## src/rtl/alu_sched.sv

```systemverilog
// Round-robin scheduler that shares one registered-latency ALU between two requesters.
// Each accepted operation is returned to its owner with a one-cycle response strobe.
module alu_sched #(
    parameter int WIDTH   = 16,
    parameter int ALU_LAT = 1
) (
    input  logic             clk,
    input  logic             reset,
    input  logic             r0_valid_i,
    input  logic             r1_valid_i,
    output logic             r0_ready_o,
    output logic             r1_ready_o,
    input  logic [WIDTH-1:0] r0_a_i,
    input  logic [WIDTH-1:0] r0_b_i,
    input  logic [WIDTH-1:0] r1_a_i,
    input  logic [WIDTH-1:0] r1_b_i,
    input  logic [2:0]       r0_sel_i,
    input  logic [2:0]       r1_sel_i,
    output logic             r0_rsp_valid_o,
    output logic             r1_rsp_valid_o,
    output logic [WIDTH-1:0] r0_rsp_q_o,
    output logic [WIDTH-1:0] r1_rsp_q_o,
    output logic [WIDTH-1:0] alu_a_o,
    output logic [WIDTH-1:0] alu_b_o,
    output logic [2:0]       alu_sel_o,
    input  logic [WIDTH-1:0] alu_q_i,
    output logic             busy_o,
    output logic             owner_o
);

    typedef enum logic [1:0] {IDLE, WAIT, RESP} state_t;

    localparam logic [2:0] LAT = 3'(ALU_LAT);

    state_t           state_q;
    logic [2:0]       cnt_q;
    logic             last_grant_q;
    logic             owner_q;
    logic             busy_q;
    logic [WIDTH-1:0] alu_a_q;
    logic [WIDTH-1:0] alu_b_q;
    logic [2:0]       alu_sel_q;
    logic [WIDTH-1:0] r0_result_q;
    logic [WIDTH-1:0] r1_result_q;
    logic             r0_rsp_valid_q;
    logic             r1_rsp_valid_q;
    logic             grant_d;
    logic             accept_d;

    // Under contention the requester that did not win last time goes first.
    always_comb begin
        grant_d = (r0_valid_i && r1_valid_i) ? ~last_grant_q : r1_valid_i;
    end

    assign r0_ready_o = (state_q == IDLE) && !reset && r0_valid_i && !grant_d;
    assign r1_ready_o = (state_q == IDLE) && !reset && r1_valid_i && grant_d;
    assign accept_d   = r0_ready_o || r1_ready_o;

    always_ff @(posedge clk) begin
        if (reset) begin
            state_q        <= IDLE;
            cnt_q          <= 3'd0;
            last_grant_q   <= 1'b1;
            owner_q        <= 1'b0;
            busy_q         <= 1'b0;
            alu_a_q        <= '0;
            alu_b_q        <= '0;
            alu_sel_q      <= 3'd0;
            r0_result_q    <= '0;
            r1_result_q    <= '0;
            r0_rsp_valid_q <= 1'b0;
            r1_rsp_valid_q <= 1'b0;
        end else begin
            r0_rsp_valid_q <= 1'b0;
            r1_rsp_valid_q <= 1'b0;
            case (state_q)
                IDLE: begin
                    if (accept_d) begin
                        alu_a_q      <= grant_d ? r1_a_i   : r0_a_i;
                        alu_b_q      <= grant_d ? r1_b_i   : r0_b_i;
                        alu_sel_q    <= grant_d ? r1_sel_i : r0_sel_i;
                        owner_q      <= grant_d;
                        last_grant_q <= grant_d;
                        cnt_q        <= LAT;
                        busy_q       <= 1'b1;
                        state_q      <= WAIT;
                    end
                end
                // The counter runs one edge past ALU_LAT so the capture sees a settled result.
                WAIT: begin
                    if (cnt_q == 3'd0) begin
                        if (owner_q) begin
                            r1_result_q    <= alu_q_i;
                            r1_rsp_valid_q <= 1'b1;
                        end else begin
                            r0_result_q    <= alu_q_i;
                            r0_rsp_valid_q <= 1'b1;
                        end
                        state_q <= RESP;
                    end else begin
                        cnt_q <= cnt_q - 3'd1;
                    end
                end
                RESP: begin
                    busy_q  <= 1'b0;
                    state_q <= IDLE;
                end
                default: begin
                    busy_q  <= 1'b0;
                    state_q <= IDLE;
                end
            endcase
        end
    end

    assign r0_rsp_valid_o = r0_rsp_valid_q;
    assign r1_rsp_valid_o = r1_rsp_valid_q;
    assign r0_rsp_q_o     = r0_result_q;
    assign r1_rsp_q_o     = r1_result_q;
    assign alu_a_o        = alu_a_q;
    assign alu_b_o        = alu_b_q;
    assign alu_sel_o      = alu_sel_q;
    assign busy_o         = busy_q;
    assign owner_o        = owner_q;

endmodule
```

## config.mk

```make
export PLATFORM = sky130hd
export DESIGN_NAME = alu_sched
export DESIGN_NICKNAME = d
export VERILOG_FILES = /design/src/rtl/alu_sched.sv
export SDC_FILE = /design/constraint.sdc
export NUM_CORES = 1
export LEC_CHECK = 0
export CAP_MARGIN = 20
export CORE_MARGIN = 5
export CORE_UTILIZATION = 42
export CTS_CLUSTER_DIAMETER = 120
export DETAILED_ROUTE_END_ITERATION = 8
export GPL_TIMING_DRIVEN = 0
export PLACE_DENSITY_LB_ADDON = 0.25
export SLEW_MARGIN = 40
export SYNTH_ARGS = -nofsm -noshare
export SYNTH_HDL_FRONTEND = slang
export SYNTH_SLANG_ARGS = --single-unit
export TNS_END_PERCENT = 10
```

## constraint.sdc

```tcl
create_clock -name clk -period 2.15 [get_ports clk]
set_clock_uncertainty 0.15 [all_clocks]
set_input_delay 0.215 -clock clk [delete_from_list [all_inputs] [get_ports clk]]
set_output_delay 0.215 -clock clk [all_outputs]
set_load 0.05 [all_outputs]
```

==> metrics, run 1 <==
status=finished, final reports clean; Clock Tree Buf Depth=2; adder-cell area share of the yosys netlist=0.706%; worst r2r path cells=6; Initial Util=43.2%; synth warn=0; pre-CTS setup slack=-618 ps; clock sink total=77; CP endpoint kind=primary output; Core Footprint=8220 um^2; GRT Total Usage=21.9%; Post-CTS Hold Fix Bufs=0; P_leak=1.94 nW; Worst-path clk slew=80 ps; xor/xnor share of the synthesized area=0%; number of enable flip-flop cells after synthesis=0; worst hold slack=202 ps; Ant. Diodes=0; sequential share of power=39.6%; antenna violations before repair=0; reg2reg setup slack=290 ps; r2r startpoint=cnt_q[0]; CTS buffer count=9; Gate Count Post-Synth=398; kind of critical path=reg2out; final setup vio count=0; global-route wire length before repair=18000 um; Gate power share=30.4%; Syn Area/Cell=8.91 um^2; CTS tree=done; Slew Viols, Final=0; Setup WS post-layout=137 ps; dpl hpwl=8550 um; internal power=0.00267 W; synthesized flop and latch total=77; CP max FO=10; Post-Synthesis Cell Area=3550 um^2; Pwr Density=723 nW/um^2; Final Critical Period=2010 ps; Startpoint Class=register; HP Start=r1_valid_i; GRT overflow=0; final hold vios=0; Tcrit/Tclk final=93.6%; routed via count=3610; post-synthesis sequential area ratio=43.5%; cell taking the most area after synthesis=dfxtp_1; Die Y=102 um; largest family of logic cells by synthesized area=compound AO/OA/AOI/OAI gates; Relative slew margins=52.5%; fillers=697; Skew-Pair Late Insertion Delay=340 ps; Die Wd=102 um; Area contributors post-synth=dfxtp_1 43%, a311oi_2 13%, a21oi_1 10%, nand2_1 7.6%, nand3_1 4.5%; vias in the first global route=3786; Switching Fraction=33.0%; Worst EP arrival=1650 ps; critical path endpoint=r0_ready_o; largest net degree at the start of global routing=14; ys async rst share=0%; Area Overhead vs Synth=55.3%; fmax=497 MHz; DRT Pass-1 Iters=4; Residual DRC=0; WL/cell=16.3 um; simple-gate area share of the yosys netlist=17.1%; layout cell share with drive strength beyond 1=13.9%; dpl cells=664; mux share of post-synthesis cell area=0%; Main synth FF type=dfxtp_1; total wire length=11100 um; max cap viols=0; Post-Layout Cell Count=681; via-per-instance ratio=5.30; critical path data required time=1780 ps; GP Congestion=0.785; htree depth=3; Final #Nets=663; P_sw=0.00131 W; Post-Route Setup TNS=0 ps; DRT iter0 DRCs=114; std cell rows=33; multi-input logic area=1720 um^2; synth cell count leaders=77 x dfxtp_1, 72 x nand2_1, 71 x a21oi_1; DRT antenna net count=0; most numerous cell in the Yosys netlist=dfxtp_1; Final Power=0.00398 W; Reg area=1540 um^2; Reg-to-Reg End=r0_rsp_q_o[3]; die area=10400 um^2; Netlist cell types=38; Syn Nets=490; Ports=163; Synth Area in Compound Gates=30.7%; top cell type's share of synthesized area=43.5%; PortBufs=161; CTS root buf=clkbuf_8; RSZ-0062 raised after global routing=no; worst vdd ir=0.373 mV; clock power share=30.1%; slew at the pin closest to its max-slew limit=712 ps; min-delay worst type=in2reg; Worst Setup SP=last_grant_q
state kept, by name, summed over array words and instances, names as in the netlist, 2 cells and up:
| register | cells |
|---|---|
| alu_b_o | 16 |
| r1_rsp_q_o | 16 |
| r0_rsp_q_o | 16 |
| state_q | 2 |
| alu_a_o | 16 |
| alu_sel_o | 3 |
| cnt_q | 3 |
worst max-delay path, stage by stage, from the launching register on:
cell,delay [ps]
dfxtp_2,380
a21bo_2,140
buf_4,160
buf_2,220
and3_1,180
clkbuf_4,220
power groups by stage:
stage	clock network, W	registers [W]	logic, W
4_1_cts	0.00121	0.00158	0.00121
6_report	0.00120	0.00158	0.00121
5_1_grt	0.00128	0.00159	0.00128
3_5_place_dp	0	0.00161	0.00121
3_3_place_gp	0	0.00160	0.00120
2_1_floorplan	0	0.00191	0.000446
placed cells by master (no fill, tap or decap), types with 2 or more instances in the layout:
master / instances
clkbuf_8: 9
dfxtp_1: 76
bufinv_16: 2
ha_1: 2
a311oi_1: 5
clkdlybuf4s50_1: 157
buf_1: 2
nor2_1: 5
nand3_1: 32
o21ai_0: 32
clkbuf_1: 17
a311oi_2: 30
buf_2: 11
buf_4: 7
buf_6: 4
or3_1: 2
inv_1: 3
nor3_1: 2
clkbuf_4: 2
nor2b_1: 2
a21oi_1: 71
nand2b_1: 3
nand2_1: 72
clkinv_2: 2
buf_12: 3
cells by family (layout without fill, tap and decap cells):
logic type,count (synthesis),count (layout)
flip-flops,77,77
adder cells (fa/ha/maj),2,2
AND/OR/NAND/NOR,128,128
AO/OA/AOI/OAI,146,146
buffers and inverters,45,223
routing by layer:
metal	global-route usage, %	share of wire [%]	vias to the layer above
li1	-	-	1776
met1	24.7	38	1669
met2	38.0	51	147
met3	7.24	9.0	18
met4	8.78	2.1	0
met5	0	0	-
worst min-delay path by stage:
stage | slack, ps | endpoint | cells past startpoint
after floorplan | 210 | r0_rsp_q_o[10] | 2
after global placement | 310 | r0_rsp_q_o[7] | 2
after detailed placement | 320 | r0_rsp_q_o[11] | 2
after CTS | 290 | alu_b_o[1] | 3
after global routing | 240 | last_grant_q | 3
final | 200 | last_grant_q | 3
metrics by stage:
step                      util, %  cell area [um^2]
final                        67.0              5510
after global routing         67.0              5510
after CTS                    66.9              5500
after detailed placement     64.4              5290
after global placement       64.4              5290
after floorplan                 -              3550
final cells by class:
class                           count  share of cell area [%]
Clock inverter                      6                    1.57
Tap cell                          105                    2.39
Sequential cell                    77                    28.0
Timing Repair Buffer              162                    29.3
Multi-Input combinational cell    276                    31.2
Buffer                             42                    4.95
Inverter                            3                   0.204
Clock buffer                       10                    2.32
repair_timing:
action | CTS | global route
gates resized for setup | 11 | 4
endpoints found under the setup margin | 2 | 2
endpoints found under the hold margin | 0 | 0
pin swaps | 1 | 0
buffers inserted | 1 | 0
No activity file was read; power rests on OpenSTA's default activity.
==> inputs of run 2 (changes only) <==
--- a/config.mk
+++ b/config.mk
@@ -6,6 +6,7 @@
 export NUM_CORES = 1
 export LEC_CHECK = 0
 export CAP_MARGIN = 20
+export CORE_ASPECT_RATIO = 0.6
 export CORE_MARGIN = 5
 export CORE_UTILIZATION = 42
 export CTS_CLUSTER_DIAMETER = 120
==> run 2 against run 1 <==
Against the previous run:
- die area increased by 0.58%
- non-clock buffer count is the same
- flip-flop and latch count stayed put
- total power is 12% higher
- clock power grew 40%
- final cell count is 1.0% higher
- first-iteration DRC count rose by 87%
- sequential share of layout area is 0.64 points lower
- largest cell class unchanged
- sequential power hardly changed
- global-route usage up 0.43 points
==> metrics, run 2 (synthesis gave the netlist of run 1 again) <==
status=finished, final reports clean; DRT Pass-1 Iters=5; Pwr Density=795 nW/um^2; WL/cell=17.2 um; GRT overflow=0; antenna violations before repair=0; Relative slew margins=49.2%; Worst Path Buf+Inv=4; critical path data required time=1780 ps; CP endpoint kind=primary output; global-route wire length before repair=18700 um; Post-Route Setup TNS=0 ps; commonest cells after routing, fill and taps aside=158 x clkdlybuf4s50_1, 77 x dfxtp_1, 72 x nand2_1; P_leak=1.99 nW; final setup vio count=0; clock sink total=77; final hold vios=0; slew at the pin closest to its max-slew limit=762 ps; CTS tree=done; PortBufs=161; worst hold slack=299 ps; dpl hpwl=8910 um; std cell rows=26; Die Wd=129 um; Area Overhead vs Synth=58.9%; die area=10400 um^2; layout cell share with drive strength beyond 1=13.9%; Slew Viols, Final=0; GRT Total Usage=22.3%; most used cell along the critical path=buf_4; Startpoint Class=primary input; vias in the first global route=3711; dpl cells=671; Final #Nets=663; Ant. Diodes=0; critical path's top delay family=buffers and inverters; largest net degree at the start of global routing=16; kind of critical path=in2out; Initial Util=42.4%; CP max FO=10; Worst EP arrival=1740 ps; Worst path max stage delay=550 ps; htree depth=3; Post-Layout Cell Count=688; fmax=476 MHz; DRT antenna net count=0; Ports=163; routed via count=3742; via-per-instance ratio=5.44; Tcrit/Tclk final=97.7%; Clock Tree Buf Depth=2; Die Y=81.2 um; worst vdd ir=0.522 mV; Skew-Pair Late Insertion Delay=330 ps; Residual DRC=0; Setup WS post-layout=49.1 ps; RSZ-0062 raised after global routing=no; total wire length=11800 um; crit path cell chain=clkdlybuf4s50_1, a21bo_2, buf_4, buf_2, and3_1, buf_4; Final Util=67.4%; Worst-path clk slew=60 ps; max cap viols=0; CTS buffer count=9; Final Critical Period=2100 ps; Core Footprint=8360 um^2; min-delay worst type=in2reg; CTS root buf=clkbuf_16; GP Congestion=0.848; leading cell type in the layout, fill and taps excluded=clkdlybuf4s50_1; DRT iter0 DRCs=213; slowest CP cell=clkdlybuf4s50_1; pre-CTS setup slack=-623 ps
run 2: per-layer routing:
layer	wire length (um)	GRT usage, %
met1	5240	29.6
met2	5490	36.4
met3	890	5.72
met4	216	5.66
met5	0	0
run 2: worst reg2reg max path, stage by stage (launching register included):
cell	delay, ps
dfxtp_1	310
inv_1	100
ha_1	230
nand4bb_1	320
clkbuf_1	320
o21ai_0	270
a21oi_1	100
run 2: report_power, final:
| group | leakage, nW | switching, W | internal (W) |
|---|---|---|---|
| registers | 0.630 | 0.0000532 | 0.00152 |
| clock network | 0.159 | 0.000647 | 0.00103 |
| logic | 1.20 | 0.000729 | 0.000491 |
run 2: cell type report:
class	count	area, um^2
clock inverters	7	105
plain buffers	42	273
inverters	3	11.3
clock buffers	9	225
flip-flops and latches	77	1540
repair buffers	162	1620
fillers	677	2730
multi-input cells	276	1720
well taps	112	140
run 2: per-stage QoR:
step	instance area [um^2]	power, W
2_1_floorplan	3550	0.00235
5_1_grt	5630	0.00464
6_report	5630	0.00448
4_1_cts	5630	0.00450
3_5_place_dp	5300	0.00282
3_3_place_gp	5300	0.00280
run 2: timing repair:
action / CTS / global route
pin swaps: 1 / 0
setup endpoints to repair: 2 / 2
hold buffers: 0 / 0
gates resized for setup: 11 / 2
setup buffers: 1 / 0
run 2: worst paths after layout:
| check | startpoint | slack, ps | depth (start not counted) | endpoint |
|---|---|---|---|---|
| max | r1_valid_i | 50 | 6 | r0_ready_o |
| min | r0_valid_i | 300 | 4 | alu_b_o[0] |
| max reg2reg | cnt_q[0] | 220 | 6 | r1_rsp_q_o[8] |
| min reg2reg | r1_rsp_q_o[5] | 330 | 2 | r1_rsp_q_o[5] |
==> inputs of run 3 (changes only) <==
--- a/config.mk
+++ b/config.mk
@@ -5,13 +5,15 @@
 export SDC_FILE = /design/constraint.sdc
 export NUM_CORES = 1
 export LEC_CHECK = 0
+export ABC_AREA = 1
 export CAP_MARGIN = 20
 export CORE_ASPECT_RATIO = 0.6
 export CORE_MARGIN = 5
-export CORE_UTILIZATION = 42
+export CORE_UTILIZATION = 41
 export CTS_CLUSTER_DIAMETER = 120
 export DETAILED_ROUTE_END_ITERATION = 8
 export GPL_TIMING_DRIVEN = 0
+export HOLD_SLACK_MARGIN = 0.15
 export PLACE_DENSITY_LB_ADDON = 0.25
 export SLEW_MARGIN = 40
 export SYNTH_ARGS = -nofsm -noshare
==> run 3 against run 2 <==
Against the previous run:
- core utilization is 0.80 points higher
- total power fell by 1.7%
- synthesized cell count up 16%
- sequential power is essentially flat
- register-to-register slack better by 220 ps
- via count decreased by 6.8%
- count of clock-buffer cells in the layout grew 3
- global-route usage decreased by 1.9 points
- critical path depth up 1
- wire length down 12%
- die area is 0.25% lower
- design area is 2.7% lower
==> metrics, run 3 <==
M2 GR Usage=33.4%; Syn Area/Cell=7.46 um^2; Pwr Density=804 nW/um^2; layout cell share with drive strength beyond 1=15.8%; Worst EP arrival=1660 ps; worst vdd ir=0.453 mV; antenna violations before repair=0; top cell type's share of synthesized area=44.7%; critical path data required time=1780 ps; Ant. Diodes=0; die area=10400 um^2; CTS tree=done; post-synthesis sequential area ratio=44.7%; sequential share of power=36.6%; Final Critical Period=2030 ps; fmax=493 MHz; Clock Tree Buf Depth=2; max cap viols=0; busiest grt layer=met2; synth cell count leaders=118 x nor2_1, 112 x nand2_1, 77 x dfxtp_1; met1 Use GR=24.9%; largest net degree at the start of global routing=12; final setup vio count=0; Final Util=68.2%; PortBufs=161; htree depth=3; Gate power share=30.4%; kind of critical path=in2out; pre-CTS setup slack=-438 ps; DRT Pass-1 Iters=4; min-delay worst type=reg2reg; dpl cells=732; number of enable flip-flop cells after synthesis=0; P_leak=2.25 nW; Netlist cell types=28; std cell rows=25; Setup WS post-layout=120 ps; Tcrit/Tclk final=94.4%; worst hold slack=327 ps; clock power share=32.9%; clock sink total=77; Residual DRC=0; routed via count=3489; Switching Fraction=32.3%; vias in the first global route=3483; Relative slew margins=62.6%; commonest cells after routing, fill and taps aside=159 x clkdlybuf4s50_1, 118 x nor2_1, 112 x nand2_1; HP Start=busy_o; GP Congestion=0.871; Syn Nets=555; Slew Viols, Final=0; via-per-instance ratio=4.67; Final #Nets=728; Post-Synthesis Cell Area=3450 um^2; RSZ-0062 raised after global routing=no; dpl hpwl=8150 um; slew at the pin closest to its max-slew limit=560 ps; GRT overflow=0; Area Overhead vs Synth=58.8%; postcts setup bufs=0; r2r startpoint=cnt_q[0]; Initial Util=42.9%; cell taking the most area after synthesis=dfxtp_1; Die Y=81.1 um; Area contributors post-synth=dfxtp_1 45%, nor2_1 13%, nand2_1 12%, nand3_2 6.4%, o21ai_1 4.5%; Post-Route Setup TNS=0 ps; internal power=0.00298 W; Startpoint Class=primary input; WL/cell=13.9 um; Gate Count Post-Synth=463; P_sw=0.00142 W; Core Footprint=8040 um^2; met3 Usage GRT=7.88%; status=finished, final reports clean; CTS root buf=clkbuf_16; CP max FO=10; synthesized flop and latch total=77; CTS buffer count=9; Post-Layout Cell Count=747; ys async rst share=0%; synth warn=0; DRT antenna net count=0; Main synth FF type=dfxtp_1; CP endpoint kind=primary output; Skew-Pair Late Insertion Delay=320 ps; Reg area=1540 um^2; GRT Total Usage=20.3%; Die Wd=128 um; most numerous cell in the Yosys netlist=nor2_1; global-route wire length before repair=16800 um; Worst-path clk slew=50 ps; total wire length=10400 um; leading cell type in the layout, fill and taps excluded=clkdlybuf4s50_1; DRT iter0 DRCs=138; fillers=677; Ports=163; final hold vios=0; Worst Setup SP=r0_valid_i; multi-input logic area=1680 um^2
## run 3: changes by cell type in the layout (fill, tap and decap cells not counted), sizes merged, moves of 3 or more
cell,before,now
nor2,6,143
a21oi,71,4
nand2,72,118
a311oi,35,0
clkbuf,26,16
inv,6,14
nand3,32,39
buf,28,23
nand2b,3,0
nand4,0,3
or3,3,0
## run 3: worst max-delay path, cell delays in order
cell and delay [ps]:
clkdlybuf4s50_1 550, nand2_2 90, nand2_4 120, inv_4 100, buf_2 200, nor2_1 100, buf_2 280
## run 3: cell families (layout without fill, tap and decap cells)
| family | after synthesis | count (layout) | synth area share [%] |
|---|---|---|---|
| XOR/XNOR | 1 | 1 | 0.254 |
| AND/OR/NAND/NOR | 304 | 304 | 41.8 |
| AO/OA/AOI/OAI | 38 | 38 | 5.80 |
| buffers and inverters | 41 | 217 | 6.78 |
| adder cells (fa/ha/maj) | 2 | 2 | 0.725 |
| flip-flops | 77 | 77 | 44.7 |
## run 3: layout make-up
cell class | instances | area share [%]
buffer | 25 | 3.08
clock buffer | 12 | 4.50
clock inverter | 2 | 0.639
inverter | 16 | 1.19
multi-input combinational | 345 | 30.6
sequential | 77 | 28.1
tap | 108 | 2.47
timing repair buffer | 162 | 29.4
## run 3: through the flow
stage	total power [W]	instance area (um^2)
after global placement	0.00297	5200
final	0.00441	5480
after CTS	0.00444	5480
after global routing	0.00462	5480
after detailed placement	0.00299	5200
after floorplan	0.00249	3450
## run 3: final timing paths
check                                endpoint  slack, ps  cells after the start
worst min register to register         busy_o        330                      2
worst max-delay path               r0_ready_o        120                      7
worst min-delay path                   busy_o        330                      2
worst max register to register  r1_rsp_q_o[9]        440                      9
## run 3: power groups by stage
stage	combinational [W]	sequential, W	clock [W]
floorplan	0.000456	0.00203	0
global placement	0.00133	0.00164	0
detailed placement	0.00135	0.00164	0
CTS	0.00135	0.00161	0.00148
global route	0.00144	0.00163	0.00155
finish	0.00134	0.00161	0.00145
## run 3: per-layer routing
| layer | wire [um] | vias to the layer above |
|---|---|---|
| li1 | - | 1793 |
| met1 | 4590 | 1566 |
| met2 | 4720 | 115 |
| met3 | 910 | 15 |
| met4 | 153 | 0 |
| met5 | 0 | - |
## run 3: what timing repair did
item,in CTS,in global routing
setup endpoints to repair,2,1
hold buffers,1,0
endpoints found under the hold margin,7,0
gates resized for setup,6,2
